$ cat src/rtl/instr_sequencer_pkg.sv
// Shared constants, types and field helpers for the instruction sequencer.
// Instruction layout: [15:12] opcode, [11:9] rx, [8:6] ry, [5:0] signed immediate.
package instr_sequencer_pkg;

  localparam int NREGS  = 8;
  localparam int REG_W  = $clog2(NREGS);
  localparam int IMM_W  = 6;
  localparam int DATA_W = 16;

  localparam int OP_LSB  = 12;
  localparam int RX_LSB  = 9;
  localparam int RY_LSB  = 6;
  localparam int IMM_LSB = 0;

  localparam logic [3:0] OP_NOP  = 4'd0;
  localparam logic [3:0] OP_MV   = 4'd1;
  localparam logic [3:0] OP_MVI  = 4'd2;
  localparam logic [3:0] OP_ADD  = 4'd3;
  localparam logic [3:0] OP_SUB  = 4'd4;
  localparam logic [3:0] OP_XOR  = 4'd5;
  localparam logic [3:0] OP_JMP  = 4'd6;
  localparam logic [3:0] OP_HALT = 4'd7;

  typedef enum logic [2:0] {
    S_F0,
    S_F1,
    S_T1,
    S_T2,
    S_T3,
    S_HALT
  } state_t;

  typedef struct packed {
    logic a_in;
    logic gin;
    logic gout;
    logic addsub;
    logic xorctrl;
    logic pcin;
    logic pc_sel;
    logic pcout;
    logic mem_rd;
    logic mem_out;
    logic instr_ctrl;
    logic ctrl_out;
    logic done;
    logic halted;
  } strobe_t;

  function automatic logic [3:0] get_op(input logic [DATA_W-1:0] ins);
    return ins[OP_LSB +: 4];
  endfunction

  function automatic logic [REG_W-1:0] get_rx(input logic [DATA_W-1:0] ins);
    return ins[RX_LSB +: REG_W];
  endfunction

  function automatic logic [REG_W-1:0] get_ry(input logic [DATA_W-1:0] ins);
    return ins[RY_LSB +: REG_W];
  endfunction

  function automatic logic [DATA_W-1:0] sext_imm(input logic [DATA_W-1:0] ins);
    logic [IMM_W-1:0] imm;
    imm = ins[IMM_LSB +: IMM_W];
    return {{(DATA_W-IMM_W){imm[IMM_W-1]}}, imm};
  endfunction

endpackage

$ cat src/rtl/instr_sequencer_if.sv
// Control bundle between the sequencer and the datapath: instruction/run in, strobes out.
interface instr_sequencer_if;
  import instr_sequencer_pkg::*;

  logic              run;
  logic [DATA_W-1:0] instr;
  logic [NREGS-1:0]  rin;
  logic [NREGS-1:0]  rout;
  logic              a_in;
  logic              gin;
  logic              gout;
  logic              addsub;
  logic              xorctrl;
  logic              pcin;
  logic              pc_sel;
  logic              pcout;
  logic              mem_rd;
  logic              mem_out;
  logic              instr_ctrl;
  logic              ctrl_out;
  logic [DATA_W-1:0] out;
  logic              done;
  logic              halted;

  modport slave (
    input  run, instr,
    output rin, rout, a_in, gin, gout, addsub, xorctrl, pcin, pc_sel,
           pcout, mem_rd, mem_out, instr_ctrl, ctrl_out, out, done, halted
  );

  modport master (
    output run, instr,
    input  rin, rout, a_in, gin, gout, addsub, xorctrl, pcin, pc_sel,
           pcout, mem_rd, mem_out, instr_ctrl, ctrl_out, out, done, halted
  );

endinterface

$ cat src/rtl/instr_sequencer_reg_sel_decoder.sv
// Register-field to one-hot strobe decoder; all zeros when disabled.
module reg_sel_decoder #(
  parameter int NREGS = 8
) (
  input  logic                     en,
  input  logic [$clog2(NREGS)-1:0] sel,
  output logic [NREGS-1:0]         onehot
);

  always_comb begin
    onehot = '0;
    if (en) onehot[sel] = 1'b1;
  end

endmodule

$ cat src/rtl/instr_sequencer.sv
// Multi-cycle fetch/decode sequencer for the shared 16-bit bus CPU datapath.
// Strobes are combinational from state + instr and forced low while reset is held.
module instr_sequencer
  import instr_sequencer_pkg::*;
(
  input  logic             clk,
  input  logic             rst,
  instr_sequencer_if.slave bus
);

  state_t           state_q, state_d;
  strobe_t          strb;
  strobe_t          strb_live;
  logic             rin_en, rout_en;
  logic [REG_W-1:0] rin_sel, rout_sel;
  logic [3:0]       op;
  logic [REG_W-1:0] rx, ry;

  assign op = get_op(bus.instr);
  assign rx = get_rx(bus.instr);
  assign ry = get_ry(bus.instr);

  always_ff @(posedge clk or negedge rst) begin
    if (!rst) state_q <= S_F0;
    else      state_q <= state_d;
  end

  always_comb begin
    state_d  = state_q;
    strb     = '0;
    rin_en   = 1'b0;
    rout_en  = 1'b0;
    rin_sel  = rx;
    rout_sel = rx;
    unique case (state_q)
      S_F0: begin
        if (bus.run) begin
          strb.pcout  = 1'b1;
          strb.mem_rd = 1'b1;
          state_d     = S_F1;
        end
      end
      S_F1: begin
        strb.mem_out    = 1'b1;
        strb.instr_ctrl = 1'b1;
        strb.pcin       = 1'b1;
        state_d         = S_T1;
      end
      S_T1: begin
        // Opcodes 8-15 fall into the default arm and behave as NOP.
        state_d   = S_F0;
        strb.done = 1'b1;
        case (op)
          OP_MV: begin
            rout_en  = 1'b1;
            rout_sel = ry;
            rin_en   = 1'b1;
          end
          OP_MVI: begin
            strb.ctrl_out = 1'b1;
            rin_en        = 1'b1;
          end
          OP_ADD, OP_SUB, OP_XOR: begin
            rout_en   = 1'b1;
            strb.a_in = 1'b1;
            strb.done = 1'b0;
            state_d   = S_T2;
          end
          OP_JMP: begin
            rout_en     = 1'b1;
            strb.pcin   = 1'b1;
            strb.pc_sel = 1'b1;
          end
          OP_HALT: state_d = S_HALT;
          default: ;
        endcase
      end
      S_T2: begin
        rout_en      = 1'b1;
        rout_sel     = ry;
        strb.gin     = 1'b1;
        strb.addsub  = (op == OP_SUB);
        strb.xorctrl = (op == OP_XOR);
        state_d      = S_T3;
      end
      S_T3: begin
        strb.gout = 1'b1;
        rin_en    = 1'b1;
        strb.done = 1'b1;
        state_d   = S_F0;
      end
      S_HALT: strb.halted = 1'b1;
      default: state_d = S_F0;
    endcase
  end

  assign strb_live = rst ? strb : '0;

  reg_sel_decoder #(.NREGS(NREGS)) u_rin_dec (
    .en     (rin_en & rst),
    .sel    (rin_sel),
    .onehot (bus.rin)
  );

  reg_sel_decoder #(.NREGS(NREGS)) u_rout_dec (
    .en     (rout_en & rst),
    .sel    (rout_sel),
    .onehot (bus.rout)
  );

  assign bus.a_in       = strb_live.a_in;
  assign bus.gin        = strb_live.gin;
  assign bus.gout       = strb_live.gout;
  assign bus.addsub     = strb_live.addsub;
  assign bus.xorctrl    = strb_live.xorctrl;
  assign bus.pcin       = strb_live.pcin;
  assign bus.pc_sel     = strb_live.pc_sel;
  assign bus.pcout      = strb_live.pcout;
  assign bus.mem_rd     = strb_live.mem_rd;
  assign bus.mem_out    = strb_live.mem_out;
  assign bus.instr_ctrl = strb_live.instr_ctrl;
  assign bus.ctrl_out   = strb_live.ctrl_out;
  assign bus.done       = strb_live.done;
  assign bus.halted     = strb_live.halted;
  assign bus.out        = strb_live.ctrl_out ? sext_imm(bus.instr) : '0;

endmodule
$ cat src/flat_wrapper.sv
// flat-port wrapper written by rule: the top's interface ports become plain ports
module instr_sequencer_flat import instr_sequencer_pkg::*;
  (clk, rst, bus_run, bus_instr, bus_rin, bus_rout, bus_a_in, bus_gin, bus_gout, bus_addsub, bus_xorctrl, bus_pcin, bus_pc_sel, bus_pcout, bus_mem_rd, bus_mem_out, bus_instr_ctrl, bus_ctrl_out, bus_out, bus_done, bus_halted);
  instr_sequencer_if bus_i ();
  input  logic clk;
  input  logic rst;
  input wire logic [$bits(bus_i.run)-1:0] bus_run;
  input wire logic [$bits(bus_i.instr)-1:0] bus_instr;
  output wire logic [$bits(bus_i.rin)-1:0] bus_rin;
  output wire logic [$bits(bus_i.rout)-1:0] bus_rout;
  output wire logic [$bits(bus_i.a_in)-1:0] bus_a_in;
  output wire logic [$bits(bus_i.gin)-1:0] bus_gin;
  output wire logic [$bits(bus_i.gout)-1:0] bus_gout;
  output wire logic [$bits(bus_i.addsub)-1:0] bus_addsub;
  output wire logic [$bits(bus_i.xorctrl)-1:0] bus_xorctrl;
  output wire logic [$bits(bus_i.pcin)-1:0] bus_pcin;
  output wire logic [$bits(bus_i.pc_sel)-1:0] bus_pc_sel;
  output wire logic [$bits(bus_i.pcout)-1:0] bus_pcout;
  output wire logic [$bits(bus_i.mem_rd)-1:0] bus_mem_rd;
  output wire logic [$bits(bus_i.mem_out)-1:0] bus_mem_out;
  output wire logic [$bits(bus_i.instr_ctrl)-1:0] bus_instr_ctrl;
  output wire logic [$bits(bus_i.ctrl_out)-1:0] bus_ctrl_out;
  output wire logic [$bits(bus_i.out)-1:0] bus_out;
  output wire logic [$bits(bus_i.done)-1:0] bus_done;
  output wire logic [$bits(bus_i.halted)-1:0] bus_halted;
  assign bus_i.run = bus_run;
  assign bus_i.instr = bus_instr;
  assign bus_rin = bus_i.rin;
  assign bus_rout = bus_i.rout;
  assign bus_a_in = bus_i.a_in;
  assign bus_gin = bus_i.gin;
  assign bus_gout = bus_i.gout;
  assign bus_addsub = bus_i.addsub;
  assign bus_xorctrl = bus_i.xorctrl;
  assign bus_pcin = bus_i.pcin;
  assign bus_pc_sel = bus_i.pc_sel;
  assign bus_pcout = bus_i.pcout;
  assign bus_mem_rd = bus_i.mem_rd;
  assign bus_mem_out = bus_i.mem_out;
  assign bus_instr_ctrl = bus_i.instr_ctrl;
  assign bus_ctrl_out = bus_i.ctrl_out;
  assign bus_out = bus_i.out;
  assign bus_done = bus_i.done;
  assign bus_halted = bus_i.halted;
  instr_sequencer u_core (.clk(clk), .rst(rst), .bus(bus_i));
endmodule
$ cat config.mk
export PLATFORM = sky130hd
export DESIGN_NAME = instr_sequencer_flat
export DESIGN_NICKNAME = d
export VERILOG_FILES = /design/src/rtl/instr_sequencer_pkg.sv /design/src/rtl/instr_sequencer_if.sv /design/src/rtl/instr_sequencer_reg_sel_decoder.sv /design/src/rtl/instr_sequencer.sv /design/src/flat_wrapper.sv
export SDC_FILE = /design/constraint.sdc
export NUM_CORES = 1
export LEC_CHECK = 0
export BUFFER_PORTS_ARGS = -buffer_cell sky130_fd_sc_hd__buf_2
export CORE_ASPECT_RATIO = 0.6
export CORE_MARGIN = 5
export CORE_UTILIZATION = 30
export CTS_CLUSTER_DIAMETER = 200
export DETAILED_ROUTE_END_ITERATION = 6
export GPL_TIMING_DRIVEN = 0
export PLACE_DENSITY = 0.66
export SYNTH_ARGS = -nofsm -noshare
export SYNTH_HDL_FRONTEND = slang
export SYNTH_SLANG_ARGS = --single-unit
$ cat constraint.sdc
create_clock -name clk -period 4 [get_ports clk]
set_input_delay 0.4 -clock clk [delete_from_list [all_inputs] [get_ports clk]]
set_output_delay 0.4 -clock clk [all_outputs]
set_load 0.02 [all_outputs]
==> results.tsv, run 1 <==
metric	value	unit
status	finished, final reports clean	
cts_resized	0	
max_slew_margin	77.7	%
cts_num_sinks	3	
cts-htree-levels	1	
ioPinCount	65	
cp_common_cell	buf_2	
largest-register	u_core.state_q	
clock_insertion_delay_worst_skew	0.21	ns
ys.flop_type	dfrtp_1	
grtUsageTotal	13.4	%
path_class	input port to output pin	
crit_arrival	2.56	ns
yosysSeqAreaShare	9.97	%
peakVddDrop	0.0704	mV
vias	885	
syn_avg_cell_area	7.31	um^2
syn_nets	122	
tns	0	ns
syn_inst	103	
fillCellCount	252	
portBuffers	62	
drt_iter0_drc	63	
regToRegEndpoint	u_core.state_q[0]	
drcViolationCount	0	
dpl.cell_count	197	
diodes	0	
cp.required	3.60	ns
start_util	30.7	%
ys_seq_elements	3	
drive_gt1_share	54.7	%
postRouteAntennaNets	0	
crit_buf_inv	4	
final_common_cell	buf_2	
reg2reg_slack	2.98	ns
cp_slowest_cell	dlygate4sd3_1	
grt-ovfl-total	0	
rr_worst_depth	5	
regToRegStartpoint	u_core.state_q[0]	
p_leak	0.680	nW
cts_tree	built	
layout_common_cells	buf_2, nor2_1, buf_4, and2_1, nand2_1	
rows	14	
drv_slew	0	
critical_path.max_stage_delay	0.52	ns
wl_per_cell	11.7	um
cts-root-buf	clkbuf_8	
finalHoldViolCount	0	
min_path_type	input port to async pin	
firstDrtPassIters	4	
swShare	25.1	%
cp_max_fo	11	
rsz0062_at_grt	false	
final.period_utilization	74.0	%
p_int	115	uW
ys_types	35	
synth_edf_count	0	
p_switching	38.5	uW
drv_cap	0	
finalWeightedCongestion	0.802	
synthArstFlopShare	100	%
path_delay_family	simple AND/OR/NAND/NOR gates	
finalCriticalPeriod	2.96	ns
tightestPinTransition	0.332	ns
top_regs	u_core.state_q: 3 flops	
clk_pin_slew	0.03	ns
fmax	0.338	GHz
die_w	74.7	um
dpl.hpwl	2050	um
coreArea	2450	um^2
syn_area	753	um^2
worst_setup_path_start_kind	input port	
dieArea	3650	um^2
syn_to_final_growth	53.8	%
wl	2370	um
antenna_found_initial	0	
dieHeight	48.8	um
largest_reg_flops	3	
combPwrFrac	23.1	%
cts.path.max_buffers	2	
vias_per_cell	4.38	
grt_pass1_vias	827	
nets	190	
fin_skew	0.0000405	ns
grt_max_degree	12	
end_kind	output pin	
powerDensity	132	nW/um^2
cts_buffers	3	
grt_first_pass_wirelength	3970	um
clock_power_share	57.0	%
p_seq_share	19.9	%
cp_cell_sequence	dlygate4sd3_1, buf_2, nor2b_1, nand2_1, nor4_4, and2_1, buf_4, buf_2	
yosysWarnings	0	
stdcell_count	202	
setup_viol	0	
stage by stage:
step | worst slack (ns) | hold slack [ns] | area [um^2] | utilization, % | power [mW]
after detailed placement | 1.62 | 0.220 | 1100 | 45.0 | 0.0654
after CTS | 1.07 | 0.529 | 1160 | 47.2 | 0.156
after global placement | 1.68 | 0.217 | 1100 | 45.0 | 0.0645
after global routing | 0.853 | 0.537 | 1160 | 47.2 | 0.163
final | 1.04 | 0.528 | 1160 | 47.2 | 0.153
after floorplan | 1.66 | 0.104 | 753 | - | 0.0492
cell usage after synthesis (2+ instances only):
master / count / area, um^2
nor2_1: 21 / 78.8
buf_4: 12 / 90.1
and2_1: 9 / 56.3
nand2_1: 7 / 26.3
nand2b_1: 6 / 37.5
a21oi_1: 3 / 15.0
and3_1: 3 / 18.8
dfrtp_1: 3 / 75.1
mux2_4: 3 / 45.0
nor2b_1: 3 / 18.8
nor3_1: 3 / 15.0
and4bb_2: 2 / 25.0
buf_6: 2 / 22.5
inv_1: 2 / 7.51
mux2i_1: 2 / 20.0
or2_2: 2 / 12.5
or2b_1: 2 / 15.0
power groups by stage:
stage	clock network, mW	registers [mW]	logic, mW
final	0.0875	0.0306	0.0354
after global routing	0.0936	0.0305	0.0391
after CTS	0.0901	0.0306	0.0353
after detailed placement	0	0.0309	0.0345
after global placement	0	0.0309	0.0336
after floorplan	0	0.0309	0.0183
worst max path at each step:
stage / startpoint / to / cells past startpoint
floorplan: bus_instr[12] / bus_out[10] / 5
global placement: rst / bus_out[7] / 7
detailed placement: rst / bus_out[12] / 7
CTS: rst / bus_out[12] / 8
global route: rst / bus_out[12] / 8
finish: rst / bus_out[12] / 8
layer usage:
metal / vias to the layer above / GRT usage [%] / wire, um
li1: 471 / - / -
met1: 396 / 18.3 / 1060
met5: - / 0 / 0
met4: 0 / 4.14 / 10
met3: 2 / 1.85 / 87
met2: 16 / 21.4 / 1200
area by class of cell:
class	count	area [um^2]	area share, %
Buffer	15	118	10.2
Clock buffer	4	45.0	3.89
Tap cell	32	40.0	3.46
Sequential cell	3	75.1	6.48
Inverter	2	7.51	0.648
Timing Repair Buffer	63	320	27.6
Multi-Input combinational cell	83	553	47.7
cell families (layout without fill, tap and decap cells):
family,Yosys count,count (layout),share of synthesized area [%]
compound gates,11,11,11.0
xor+xnor,1,1,1.16
buf+inv,17,84,16.6
flops,3,3,9.97
mux,5,5,8.64
simple gates,66,66,52.7
timing repair:
item,4_1_cts,5_1_grt
hold buffers,1,0
endpoints found under the hold margin,3,0
setup buffers,0,0
endpoints found under the setup margin,0,0
Power figures use the tool's default switching activity.
==> run 2, diff against run 1 <==
--- a/config.mk
+++ b/config.mk
@@ -12,7 +12,7 @@
 export CTS_CLUSTER_DIAMETER = 200
 export DETAILED_ROUTE_END_ITERATION = 6
 export GPL_TIMING_DRIVEN = 0
-export PLACE_DENSITY = 0.66
+export PLACE_DENSITY = 0.68
 export SYNTH_ARGS = -nofsm -noshare
 export SYNTH_HDL_FRONTEND = slang
 export SYNTH_SLANG_ARGS = --single-unit
==> constraint.sdc (replaced) <==
create_clock -name clk -period 2.55 [get_ports clk]
set_input_delay 0.255 -clock clk [delete_from_list [all_inputs] [get_ports clk]]
set_output_delay 0.255 -clock clk [all_outputs]
set_load 0.02 [all_outputs]
==> results.tsv, run 2 (same netlist as run 1, synthesis figures left out) <==
metric	value	unit
status	finished, final reports clean	
peakVddDrop	0.107	mV
vias_per_cell	4.56	
dieArea	3650	um^2
syn_to_final_growth	54.0	%
clock_insertion_delay_worst_skew	0.22	ns
cts-htree-levels	1	
p_total	243	uW
end_kind	output pin	
crit_arrival	2.02	ns
fillCellCount	252	
drive_gt1_share	55.3	%
antenna_found_initial	0	
finalCriticalPeriod	2.28	ns
drt_iter0_drc	47	
coreArea	2450	um^2
fmax	0.439	GHz
worst_setup_path_start_kind	register	
cts.path.max_buffers	2	
cp_max_fo	11	
critical_path.max_stage_delay	0.44	ns
drv_slew	0	
p_seq_share	19.8	%
cts_buffers	3	
crit_buf_inv	2	
firstDrtPassIters	4	
layout_common_cells	buf_2, nor2_1, buf_4, and2_1, nand2_1	
p_leak	0.681	nW
setup_viol	0	
p_switching	62.2	uW
dieHeight	48.8	um
vias	922	
fin_skew	0.000988	ns
min_path_type	input port to register	
rows	14	
finalHoldViolCount	0	
largest_reg_flops	3	
start_util	30.7	%
rsz0062_at_grt	false	
clock_power_share	57.0	%
fin_ws	0.275	ns
postRouteAntennaNets	0	
die_w	74.7	um
portBuffers	62	
cp_cell_sequence	nor2b_1, nand2_1, nor4_4, and2_2, buf_4, buf_2	
cts_tree	built	
powerDensity	209	nW/um^2
dpl.hpwl	2160	um
finalWeightedCongestion	0.828	
cp_slowest_cell	dfrtp_1	
cts-root-buf	clkbuf_8	
grtUsageTotal	14.8	%
drv_cap	0	
drcViolationCount	0	
cts_num_sinks	3	
postPlaceCellArea	1100	um^2
max_slew_margin	77.5	%
final_cell_area	1160	um^2
path_class	register to output pin	
timing.hold.ws	0.378	ns
clk_pin_slew	0.03	ns
grt-ovfl-total	0	
p_int	180	uW
grt_max_degree	12	
tightestPinTransition	0.335	ns
grt_first_pass_wirelength	4340	um
wl	2550	um
final.period_utilization	89.2	%
largest-register	u_core.state_q	
top_regs	u_core.state_q: 3 flops	
diodes	0	
combPwrFrac	23.2	%
ioPinCount	65	
final_common_cell	buf_2	
path_delay_family	simple AND/OR/NAND/NOR gates	
tns	0	ns
pre_cts_ws	0.429	ns
grt_pass1_vias	939	
swShare	25.6	%
wl_per_cell	12.6	um
cp.required	2.30	ns
nets	190	
run 2: cell counts in the layout (fill, tap and decap cells not counted):
No cell type changed its count.
run 2: layout make-up:
class | count | area (um^2) | share of cell area (%)
multi-input combinational | 83 | 554 | 47.8
timing repair buffer | 63 | 320 | 27.6
buffer | 15 | 118 | 10.1
sequential | 3 | 75.1 | 6.47
clock buffer | 4 | 45.0 | 3.88
tap | 32 | 40.0 | 3.45
inverter | 2 | 7.51 | 0.647
run 2: power by group through the flow:
stage | Combinational [mW] | Clock [mW] | Sequential (mW)
2_1_floorplan | 0.0287 | 0 | 0.0485
3_3_place_gp | 0.0525 | 0 | 0.0485
3_5_place_dp | 0.0549 | 0 | 0.0485
4_1_cts | 0.0564 | 0.141 | 0.0480
5_1_grt | 0.0625 | 0.145 | 0.0479
6_report | 0.0563 | 0.138 | 0.0480
run 2: worst min-delay path: stages:
cell and delay [ns]:
buf_2 0.11, mux2i_1 0.11, o31ai_1 0.07
run 2: what timing repair did:
item | in CTS | in global routing
hold buffers | 1 | 0
buffers inserted | 0 | 0
endpoints found under the setup margin | 0 | 10
resized for setup | 0 | 1
hold endpoints to repair | 3 | 0
run 2: layer usage:
layer  part of all wire [%]  GRT usage, %  wire [um]
met1                     43          18.5       1100
met4                   0.86          5.62         22
met5                      0             0          0
met2                     52          24.9       1340
met3                    3.8          2.67         96
run 2: per-stage QoR:
step                      std cells  utilization, %
after detailed placement        197            45.0
final                           202            47.3
after CTS                       202            47.2
after global placement          197            45.0
after global routing            202            47.3
after floorplan                 103               -
run 2: path summary, 6_finish.rpt:
kind                                         from                end  slack [ns]  cells after the start
worst max-delay path            u_core.state_q[2]         bus_out[7]        0.27                      6
worst min-delay path                      bus_run  u_core.state_q[0]        0.38                      3
worst max register to register  u_core.state_q[0]  u_core.state_q[0]        1.47                      5
worst min register to register  u_core.state_q[2]  u_core.state_q[1]        0.56                      1
max in group asynchronous                     rst  u_core.state_q[0]        1.97                      2
min in group asynchronous                     rst  u_core.state_q[2]        0.43                      2
